### config.mk
export PLATFORM = sky130hd
export DESIGN_NAME = systolic_tile_sequencer
export DESIGN_NICKNAME = d
export VERILOG_FILES = /design/src/rtl/systolic_tile_sequencer.sv
export SDC_FILE = /design/constraint.sdc
export NUM_CORES = 1
export LEC_CHECK = 0
export BUFFER_PORTS_ARGS = -buffer_cell sky130_fd_sc_hd__buf_2
export CAP_MARGIN = 20
export CORE_MARGIN = 5
export CORE_UTILIZATION = 45
export CTS_CLUSTER_SIZE = 30
export DETAILED_ROUTE_END_ITERATION = 7
export MAX_ROUTING_LAYER = met4
export PLACE_DENSITY = 0.71
export RECOVER_POWER = 50
export SETUP_SLACK_MARGIN = 0.4
export SYNTH_ARGS = -nofsm -noshare
export SYNTH_HDL_FRONTEND = slang
export SYNTH_SLANG_ARGS = --single-unit
### constraint.sdc
create_clock -name clk -period 4.5 [get_ports clk]
set_input_delay 0.9 -clock clk [delete_from_list [all_inputs] [get_ports clk]]
set_output_delay 0.9 -clock clk [all_outputs]
set_load 0.03 [all_outputs]
### src/rtl/systolic_tile_sequencer.sv
// Control sequencer for one K-tile of the 4x4 systolic array: operand reads, feed,
// drain, accumulator capture and optional requantization with a bounded wait.
module systolic_tile_sequencer #(
    parameter int ARRAY_SIZE = 4,
    parameter int K_W        = 8,
    parameter int QTIMEOUT   = 8
) (
    input  logic           clk,
    input  logic           reset,
    input  logic           start,
    input  logic [K_W-1:0] k_len,
    input  logic           accum_keep,
    input  logic           last_tile,
    output logic           busy,
    output logic           done,
    output logic           err,
    output logic           rd_en,
    output logic [K_W-1:0] rd_addr,
    output logic           zero_feed,
    output logic           arr_enable,
    output logic           accum_clear,
    output logic           accum_enable,
    output logic           quant_enable,
    input  logic           quant_valid
);
    localparam int DRAIN_CYC = 2 * ARRAY_SIZE - 1;
    localparam int DRAIN_W   = $clog2(2 * ARRAY_SIZE);
    localparam int WAIT_W    = $clog2(QTIMEOUT + 1);
    localparam logic [DRAIN_W-1:0] DRAIN_LAST = DRAIN_W'(DRAIN_CYC - 1);
    localparam logic [WAIT_W-1:0]  WAIT_LAST  = WAIT_W'(QTIMEOUT);

    typedef enum logic [2:0] {
        S_IDLE,
        S_CLEAR,
        S_FEED,
        S_DRAIN,
        S_ACCUM,
        S_QUANT,
        S_WAIT_Q,
        S_DONE
    } state_t;

    state_t             state_reg, state_next;
    logic [K_W-1:0]     k_len_reg, k_len_next;
    logic               keep_reg, keep_next;
    logic               last_reg, last_next;
    logic [K_W-1:0]     feed_cnt_reg, feed_cnt_next;
    logic [DRAIN_W-1:0] drain_cnt_reg, drain_cnt_next;
    logic [WAIT_W-1:0]  wait_cnt_reg, wait_cnt_next;

    logic           busy_reg, busy_next;
    logic           done_reg, done_next;
    logic           err_reg, err_next;
    logic           rd_en_reg, rd_en_next;
    logic [K_W-1:0] rd_addr_reg, rd_addr_next;
    logic           zero_feed_reg, zero_feed_next;
    logic           arr_enable_reg, arr_enable_next;
    logic           accum_clear_reg, accum_clear_next;
    logic           accum_enable_reg, accum_enable_next;
    logic           quant_enable_reg, quant_enable_next;

    always_ff @(posedge clk) begin
        if (reset) begin
            state_reg        <= S_IDLE;
            k_len_reg        <= '0;
            keep_reg         <= 1'b0;
            last_reg         <= 1'b0;
            feed_cnt_reg     <= '0;
            drain_cnt_reg    <= '0;
            wait_cnt_reg     <= '0;
            busy_reg         <= 1'b0;
            done_reg         <= 1'b0;
            err_reg          <= 1'b0;
            rd_en_reg        <= 1'b0;
            rd_addr_reg      <= '0;
            zero_feed_reg    <= 1'b0;
            arr_enable_reg   <= 1'b0;
            accum_clear_reg  <= 1'b0;
            accum_enable_reg <= 1'b0;
            quant_enable_reg <= 1'b0;
        end else begin
            state_reg        <= state_next;
            k_len_reg        <= k_len_next;
            keep_reg         <= keep_next;
            last_reg         <= last_next;
            feed_cnt_reg     <= feed_cnt_next;
            drain_cnt_reg    <= drain_cnt_next;
            wait_cnt_reg     <= wait_cnt_next;
            busy_reg         <= busy_next;
            done_reg         <= done_next;
            err_reg          <= err_next;
            rd_en_reg        <= rd_en_next;
            rd_addr_reg      <= rd_addr_next;
            zero_feed_reg    <= zero_feed_next;
            arr_enable_reg   <= arr_enable_next;
            accum_clear_reg  <= accum_clear_next;
            accum_enable_reg <= accum_enable_next;
            quant_enable_reg <= quant_enable_next;
        end
    end

    always_comb begin
        state_next     = state_reg;
        k_len_next     = k_len_reg;
        keep_next      = keep_reg;
        last_next      = last_reg;
        feed_cnt_next  = feed_cnt_reg;
        drain_cnt_next = drain_cnt_reg;
        wait_cnt_next  = wait_cnt_reg;
        err_next       = 1'b0;

        case (state_reg)
            S_IDLE: begin
                if (start) begin
                    if (k_len == '0) begin
                        err_next = 1'b1;
                    end else begin
                        k_len_next = k_len;
                        keep_next  = accum_keep;
                        last_next  = last_tile;
                        state_next = S_CLEAR;
                    end
                end
            end
            S_CLEAR: begin
                feed_cnt_next = '0;
                state_next    = S_FEED;
            end
            S_FEED: begin
                // Counts to k-1 only, so k_len = all-ones never wraps the counter.
                if (feed_cnt_reg == k_len_reg - K_W'(1)) begin
                    drain_cnt_next = '0;
                    state_next     = S_DRAIN;
                end else begin
                    feed_cnt_next = feed_cnt_reg + K_W'(1);
                end
            end
            S_DRAIN: begin
                if (drain_cnt_reg == DRAIN_LAST) begin
                    state_next = S_ACCUM;
                end else begin
                    drain_cnt_next = drain_cnt_reg + DRAIN_W'(1);
                end
            end
            S_ACCUM: begin
                state_next = last_reg ? S_QUANT : S_DONE;
            end
            S_QUANT: begin
                wait_cnt_next = WAIT_W'(1);
                state_next    = S_WAIT_Q;
            end
            S_WAIT_Q: begin
                if (quant_valid) begin
                    state_next = S_DONE;
                end else if (wait_cnt_reg == WAIT_LAST) begin
                    err_next   = 1'b1;
                    state_next = S_DONE;
                end else begin
                    wait_cnt_next = wait_cnt_reg + WAIT_W'(1);
                end
            end
            S_DONE: begin
                state_next = S_IDLE;
            end
            default: begin
                state_next = S_IDLE;
            end
        endcase
    end

    // Output strobes are decoded from the upcoming state and registered, so they
    // line up with the state they belong to without any input-to-output path.
    always_comb begin
        busy_next         = (state_next != S_IDLE);
        done_next         = (state_next == S_DONE);
        rd_en_next        = 1'b0;
        rd_addr_next      = rd_addr_reg;
        zero_feed_next    = (state_next == S_DRAIN) || (state_next == S_ACCUM);
        arr_enable_next   = (state_next == S_FEED) || (state_next == S_DRAIN) ||
                            (state_next == S_ACCUM);
        accum_clear_next  = (state_next == S_CLEAR) && !keep_next;
        accum_enable_next = (state_next == S_ACCUM);
        quant_enable_next = (state_next == S_QUANT);

        if (state_next == S_CLEAR) begin
            rd_en_next   = 1'b1;
            rd_addr_next = '0;
        end else if ((state_next == S_FEED) &&
                     (feed_cnt_next != k_len_reg - K_W'(1))) begin
            rd_en_next   = 1'b1;
            rd_addr_next = feed_cnt_next + K_W'(1);
        end
    end

    assign busy         = busy_reg;
    assign done         = done_reg;
    assign err          = err_reg;
    assign rd_en        = rd_en_reg;
    assign rd_addr      = rd_addr_reg;
    assign zero_feed    = zero_feed_reg;
    assign arr_enable   = arr_enable_reg;
    assign accum_clear  = accum_clear_reg;
    assign accum_enable = accum_enable_reg;
    assign quant_enable = quant_enable_reg;

endmodule

Word level (Yosys, flattened, before mapping)

Cells that the tools add are included.

Bits in registers: 45
Input bits: 14
Output and inout bits: 17
Logic and storage cells: 85

$add $sub $neg: 5
Equality and inequality tests: 21
Multiplexer cells: 26
Bitwise logic cells: 1
Reduce and logical (&&, ||, !) cells: 15

Operator list:

| cell                                                                  | number |
|---|---|
| 3-bit equality test, second input constant                            | 8 |
| 3-bit two-way mux                                                     | 8 |
| 3-bit one-hot mux with 8 select lines                                 | 1 |
| 8-bit by 1-bit adder with 8-bit output, second input constant         | 2 |
| 8-bit one-hot mux with 2 select lines                                 | 1 |
| 3-bit by 2-bit equality test with 1-bit output, second input constant | 4 |
| 1-bit two-way mux                                                     | 9 |
| 3-bit AND reduction                                                   | 3 |
| 8-bit equality test                                                   | 1 |
| 8-bit zero test                                                       | 1 |
| 4-bit two-way mux                                                     | 2 |
| 8-bit two-way mux                                                     | 1 |
| 2-bit != test, second input constant                                  | 4 |
| 8-bit != test                                                         | 1 |
| 4-bit one-hot mux with 2 select lines                                 | 1 |
| 8-bit by 1-bit subtractor with 8-bit output, second input constant    | 1 |
| 3-bit by 1-bit equality test with 1-bit output, second input constant | 2 |
| 3-bit one-hot mux with 2 select lines                                 | 1 |
| 4-bit by 1-bit adder with 4-bit output, second input constant         | 1 |
| 4-bit equality test, second input constant                            | 1 |
| 2-bit nonzero test                                                    | 2 |
| 3-bit by 1-bit adder with 3-bit output, second input constant         | 1 |
| 3-bit zero test                                                       | 1 |
| 1-bit logical OR                                                      | 3 |
| other kinds (7)                                                       | 8 |

Longest topological paths before layout

Gate-level depths: netlist of run 1.

Depth in word-level cells: 8
Depth in mapped cells: 17
Mapped depth without buffers: 16

Worst setup path before layout of run 1

Ideal clock, no wire load.

Kind: flip-flop to flip-flop
Start point: reg k_len_reg[0]
End point: reg rd_addr_reg[2], in the netlist rd_addr[2]
Setup time: 0.072 ns
Data arrival time: 3.398 ns
Data required time: 4.428 ns
Setup slack: 1.030 ns
Stages on the path, launching flop included: 17
Buffers on the path: 3
Clock period less this slack: 3.470 ns
Cells stage by stage: dfxtp_1 buf_2 inv_1 ha_1 nor3b_1 nand3_1 a221o_1 a211oi_4 buf_6 nor3_1 a21oi_2 clkinv_2 xnor2_1 nor3_1 a41o_1 buf_4 mux2i_1

Longest elaborated chain between the ends: 6
Elaborated cells between the ends (all ways): 12
Classes of those cells: 2 x add/sub; 4 x eq/ne; 4 x mux; 2 x reduce/logical

RTL lines:

| item                                                                           | line | text |
|---|---|---|
| from (decl)                                                                    | 44   | `logic [K_W-1:0] k_len_reg, k_len_next;` |
| from (signal assigned)                                                         | 83   | `k_len_reg <= k_len_next;` |
| 8-bit by 1-bit subtractor with 8-bit output (*)                                | 131  | `if (feed_cnt_reg == k_len_reg - K_W'(1)) begin` |
| 8-bit equality test (*)                                                        | 131  |  |
| 8-bit two-way mux (*)                                                          | 131  |  |
| 8-bit one-hot mux with 2 select lines (*)                                      | 112  | `case (state_reg)` |
| named net feed_cnt_next[0]                                                     | 47   | `logic [K_W-1:0] feed_cnt_reg, feed_cnt_next;` |
| branches (longest 2 deep; another with 8-bit by 1-bit adder with 8-bit output) | -    |  |
| to (signal assigned)                                                           | 93   | `rd_addr_reg <= rd_addr_next;` |
| to (decl)                                                                      | 55   | `logic [K_W-1:0] rd_addr_reg, rd_addr_next;` |

Mark *: on every way through the listed nets, which the timed path passes.
A chain may end at the register's enable or synchronous reset.

Worst setup path after layout of run 1

Start point: reg k_len_reg[0]
End point: reg rd_addr_reg[5], in the netlist rd_addr[5]

Longest elaborated chain between the ends: 6
Elaborated cells between the ends (all ways): 12
Classes of those cells: 2 x add/sub; 4 x eq/ne; 4 x mux; 2 x reduce/logical

RTL lines:

| item                                                                           | line |
|---|---|
| 8-bit by 1-bit subtractor with 8-bit output (*)                                | 131, 189 |
| branches (longest 5 deep; another with 8-bit by 1-bit adder with 8-bit output) | - |

Every way passes the cells marked *.

==> results of run 1 <==
-- area by class of cell --
| type | instances | area share [%] |
|---|---|---|
| clock buffer | 5 | 2.40 |
| clock inverter | 3 | 0.830 |
| inverter | 13 | 1.75 |
| multi-input combinational | 240 | 56.0 |
| sequential | 44 | 30.8 |
| tap | 72 | 3.15 |
| timing repair buffer | 33 | 5.07 |
-- synth_stat cells (5+ instances only) --
cell type | number | area (um^2)
a21oi_1 | 15 | 75.1
clkbuf_1 | 13 | 48.8
dfxtp_1 | 44 | 881
ha_1 | 7 | 87.6
inv_1 | 12 | 45.0
mux2i_1 | 11 | 110
nand2_1 | 44 | 165
nand2b_1 | 5 | 31.3
nand3_1 | 5 | 25.0
nand4_1 | 5 | 31.3
nor2_1 | 32 | 120
nor2b_1 | 8 | 50.1
nor3_1 | 8 | 40.0
o21ai_0 | 10 | 50.1
xnor2_1 | 18 | 158
xor2_1 | 8 | 70.1
-- worst max-delay path by stage --
stage / start / end / slack [ns] / cells after the start
2_1_floorplan: k_len_reg[0]$_SDFFE_PP0P_ / rd_addr[2]$_SDFFE_PP0P_ / 1.03 / 16
3_3_place_gp: k_len_reg[0]$_SDFFE_PP0P_ / rd_addr[3]$_SDFFE_PP0P_ / 0.77 / 11
3_5_place_dp: k_len_reg[0]$_SDFFE_PP0P_ / rd_addr[5]$_SDFFE_PP0P_ / 0.64 / 11
4_1_cts: k_len_reg[0]$_SDFFE_PP0P_ / rd_addr[5]$_SDFFE_PP0P_ / 0.60 / 11
5_1_grt: k_len_reg[0]$_SDFFE_PP0P_ / rd_addr[2]$_SDFFE_PP0P_ / 0.47 / 11
6_report: k_len_reg[0]$_SDFFE_PP0P_ / rd_addr[5]$_SDFFE_PP0P_ / 0.70 / 11
-- stage by stage --
stage | hold WS [ns] | instance area, um^2 | setup WS [ns] | power (mW) | utilization [%]
finish | 0.461 | 2860 | 0.699 | 0.850 | 51.4
global route | 0.486 | 2860 | 0.467 | 0.899 | 51.4
CTS | 0.463 | 2890 | 0.596 | 0.860 | 51.8
detailed placement | 0.449 | 2800 | 0.644 | 0.604 | 50.2
global placement | 0.443 | 2800 | 0.766 | 0.603 | 50.2
floorplan | 0.449 | 2610 | 1.03 | 0.566 | -
-- what timing repair did --
item | in CTS | in global routing
setup endpoints to repair | 0 | 4
hold endpoints to repair | 0 | 0
gates resized for setup | 0 | 1
-- critical path, cell delays in order, from the launching register on --
cell	delay [ns]
dfxtp_1	0.39
or4_1	0.65
or4_1	0.54
o2111ai_1	0.18
a211oi_4	0.06
buf_4	0.20
nor4_4	0.31
mux2i_4	0.35
xor2_1	0.20
mux2i_1	0.29
a41o_2	0.34
mux2i_1	0.21
-- metal layers --
layer  share of wire (%)  global-route usage [%]  routed length (um)
met4                 1.2                    4.11                  65
met2                  43                    24.0                2410
met5                   0                       -                   0
met3                 5.8                    3.33                 324
met1                  50                    23.1                2780
-- power by group --
part	leakage [nW]	switching [mW]	internal [mW]	total [mW]
sequential	0.357	0.0175	0.403	0.421
clock	0.0404	0.146	0.110	0.256
combinational	0.654	0.103	0.0701	0.173
-- cell families after synthesis --
logic type | count (synthesis) | synth area share, %
flops | 44 | 33.7
buf+inv | 30 | 4.89
fa+ha+maj | 7 | 3.35
compound gates | 51 | 13.9
simple gates | 140 | 27.9
mux | 16 | 7.52
xor+xnor | 26 | 8.72
==> impl_metrics.ini, run 1 <==
[outcome]
outcome = finished clean

[yosys]
netlist_area_um2 = 2610
ys_ff_latch = 44
synth_nets = 335
synth_cell_type_count = 57
synth_ff_type = dfxtp_1
syn_inst = 314
synthArstFlopShare_pct = 0
synth_edf_count = 0
ys_warn_count = 0
seq_area_frac_synth_pct = 33.7
postSynthAreaPerCell_um2 = 8.32

[pwr]
irDropWorstVdd_v = 0.000154
p_per_area_nw_per_um2 = 297
static-leakage-power_nw = 1.05

[floorplanning]
die_y_um = 86.2
start_util_pct = 46.8
io_pins = 31
die_area_um2 = 7430
coreArea_um2 = 5570
std_cell_rows = 27
chipWidth_um = 86.2

[placement]
gp_congestion = 0.942
portBuffers = 30
hpwl_um = 4200
place_inst = 402

[worst_hold_path]
min_from = rd_addr[4]$_SDFFE_PP0P_
hold_depth = 2
hold_class = reg -> reg
hold_end = rd_addr[4]$_SDFFE_PP0P_

[clocking]
htreeDepth = 2
cts_buffers = 5
clockBufferDepth = 2
cts_tree = built
postCtsHoldBufs = 0
cts_num_sinks = 44
cts_setup_buffers = 0
root_buffer = clkbuf_8
path_clk_slew_ns = 0.09
clock_latency_ns = 0.30

[critical_path]
path_max_fanout = 15
r2r_slack_ns = 0.70
timing.rr.start = k_len_reg[0]$_SDFFE_PP0P_
worstPathRequired_ns = 4.73
rr_worst_depth = 11
critical_path_class = reg -> reg
crit_path_start_kind = register
arrival_ns = 4.03
endpoint_kind = register
rr_endpoint = rd_addr[5]$_SDFFE_PP0P_

[grt]
antenna_found_initial = 0
grt_usage_pct = 16.4
overflow = 0
grt_pass1_vias = 2042
grt_max_degree = 32
grt_pass1_wl_um = 9670

[finish]
fin_cells = 410
final_nets = 358
regArea_um2 = 881
n_antenna_cell = 0
multiInputGateArea_um2 = 1600
final_cell_mix = 44 x nand2_1, 44 x dfxtp_1, 32 x nor2_1
area_growth_pct = 9.63
layout-drive-gt1-share_pct = 13.0
fill_cells = 571

[timing]
fin_crit_sh_pct = 84.5
finalHoldViolations = 0
fin_skew_ns = 0.00797
finalMaxSlewViolations = 0
rsz0062_at_grt = no
min_period_ns = 3.80
setup_viol = 0
fin_tns_setup_ns = 0
tightest_slew_ns = 1.39
max_freq_mhz = 263
relSlewSlack_pct = 7.65

[routing]
ant_nets = 0
drt-initial-drc-count = 191
avgRoutedWirePerCell_um = 13.6
route.detailed.drc = 0
routed_via_density = 5.35
routed_wl_um = 5580
dr.pass1.iters = 4
vias = 2193

[job]
drv_cap = 0
Note: power is estimated with default switching activity, not from simulation.
==> run 2: changes to the inputs <==
==> constraint.sdc (replaced) <==
create_clock -name clk -period 3.9 [get_ports clk]
set_input_delay 0.78 -clock clk [delete_from_list [all_inputs] [get_ports clk]]
set_output_delay 0.78 -clock clk [all_outputs]
set_load 0.03 [all_outputs]
==> run 2 against run 1 <==
  * Critical path depth grew 1
  * Clock power up 37%
  * Utilization rose by 5.1 points
  * Power is 27% higher
  * Non-clock buffer count is 15 higher
  * Critical endpoint is now rd_addr[6]$_SDFFE_PP0P_
  * Highest routed layer unchanged
==> impl_metrics.ini, run 2 (synthesis gave the netlist of run 1 again) <==
[finish]
final_cell_mix = 44 x nand2_1, 41 x dfxtp_1, 31 x nor2_1
layout-drive-gt1-share_pct = 21.8
stdcell_area_um2 = 3140
final_nets = 373
area_growth_pct = 20.4
n_antenna_cell = 0
layout_commonest_cell = nand2_1

[clocking]
path_clk_slew_ns = 0.08
htreeDepth = 2
cts_num_sinks = 44
clock_latency_ns = 0.30
cts_buffers = 5
cts_tree = built
clockBufferDepth = 2
root_buffer = clkbuf_8

[floorplanning]
die_y_um = 86.2
die_area_um2 = 7430
io_pins = 31
coreArea_um2 = 5570
chipWidth_um = 86.2
start_util_pct = 46.8
std_cell_rows = 27

[routing]
vias = 2268
ant_nets = 0
routed_via_density = 5.34
avgRoutedWirePerCell_um = 14.4
drt-initial-drc-count = 77
routed_wl_um = 6110
route.detailed.drc = 0
dr.pass1.iters = 4

[timing]
finalMaxSlewViolations = 0
relSlewSlack_pct = 60.1
rsz0062_at_grt = yes
fin_crit_sh_pct = 90.8
finalHoldViolations = 0
max_freq_mhz = 282
fin_tns_setup_ns = 0
setup_viol = 0
tightest_slew_ns = 0.598
min_period_ns = 3.54
fin_skew_ns = 0.00548

[grt]
grt_pass1_vias = 2114
antenna_found_initial = 0
grt_max_degree = 32
grt_pass1_wl_um = 9830
overflow = 0
grt_usage_pct = 16.9

[pwr]
static-leakage-power_nw = 1.18
p_seq_share_pct = 44.6
switching_share_pct = 30.0
p_switching_mw = 0.325
p_comb_share_pct = 23.0
intPower_mw = 0.758
clkPwrFrac_pct = 32.4
p_per_area_nw_per_um2 = 344
irDropWorstVdd_v = 0.000212

[worst_hold_path]
hold_depth = 2
min_from = rd_addr[1]$_SDFFE_PP0P_
hold_end = rd_addr[1]$_SDFFE_PP0P_
hold_class = reg -> reg

[outcome]
outcome = finished clean

[placement]
hpwl_um = 4290
gp_congestion = 0.967
dpl_cell_area_um2 = 2820
portBuffers = 30

[critical_path]
worstPathRequired_ns = 4.13
rr_worst_depth = 12
r2r_slack_ns = 0.36
crit_path_start_kind = register
endpoint_kind = register
arrival_ns = 3.78
critical_path_class = reg -> reg
rr_endpoint = rd_addr[6]$_SDFFE_PP0P_
timing.rr.start = k_len_reg[2]$_SDFFE_PP0P_
path_max_fanout = 6

[job]
drv_cap = 0
[run 2: how the worst max path moves through the flow]
stage | endpoint | cells past startpoint | from | slack [ns]
4_1_cts | rd_addr[4]$_SDFFE_PP0P_ | 11 | k_len_reg[0]$_SDFFE_PP0P_ | 0.39
2_1_floorplan | rd_addr[2]$_SDFFE_PP0P_ | 16 | k_len_reg[0]$_SDFFE_PP0P_ | 0.43
3_5_place_dp | rd_addr[2]$_SDFFE_PP0P_ | 11 | k_len_reg[0]$_SDFFE_PP0P_ | 0.15
3_3_place_gp | rd_addr[3]$_SDFFE_PP0P_ | 11 | k_len_reg[0]$_SDFFE_PP0P_ | 0.30
5_1_grt | rd_addr[6]$_SDFFE_PP0P_ | 15 | k_len_reg[2]$_SDFFE_PP0P_ | 0.19
6_report | rd_addr[6]$_SDFFE_PP0P_ | 12 | k_len_reg[2]$_SDFFE_PP0P_ | 0.36
[run 2: critical path: stages, from the launching register on]
cell and delay (ns):
dfxtp_4 0.37, or4_4 0.54, buf_6 0.15, nor4_4 0.31
o2111ai_4 0.15, a211oi_4 0.47, buf_6 0.19, nor3_4 0.05
mux2i_4 0.24, mux2i_2 0.28, mux2i_2 0.13, a41oi_2 0.36
mux2i_1 0.23
[run 2: timing repair]
action                     4_1_cts  5_1_grt
setup endpoints to repair        9       11
pin swaps                        4        9
resized for setup                5       27
buffers inserted                 3        9
hold buffers                     0        0
gates cloned                     0        0
[run 2: metrics by stage]
step	utilization, %	cells	setup slack (ns)	power, mW	hold WS [ns]
floorplan	-	314	0.430	0.653	0.449
global placement	50.6	405	0.302	0.704	0.443
detailed placement	50.6	405	0.152	0.706	0.446
CTS	53.4	416	0.386	1.06	0.460
global route	56.4	425	0.190	1.14	0.478
finish	56.4	425	0.357	1.08	0.459
[run 2: layer usage]
| metal | share of wire, % | vias up | track usage (%) |
|---|---|---|---|
| met1 | 47 | 1055 | 21.3 |
| li1 | - | 1157 | - |
| met5 | 0 | - | - |
| met4 | 1.7 | 0 | 5.67 |
| met2 | 46 | 49 | 26.6 |
| met3 | 5.5 | 7 | 3.99 |
[run 2: power groups by stage]
stage	Combinational, mW	Sequential (mW)	Clock [mW]
final	0.249	0.483	0.350
after global routing	0.272	0.486	0.381
after global placement	0.211	0.493	0
after floorplan	0.156	0.497	0
after CTS	0.216	0.482	0.364
after detailed placement	0.213	0.493	0
[run 2: cell type report]
type | instances | area [um^2]
clock buffers | 5 | 68.8
inverters | 13 | 50.0
fillers | 520 | 2430
multi-input cells | 240 | 1730
well taps | 72 | 90.1
repair buffers | 48 | 270
flip-flops and latches | 44 | 890
clock inverters | 3 | 42.5
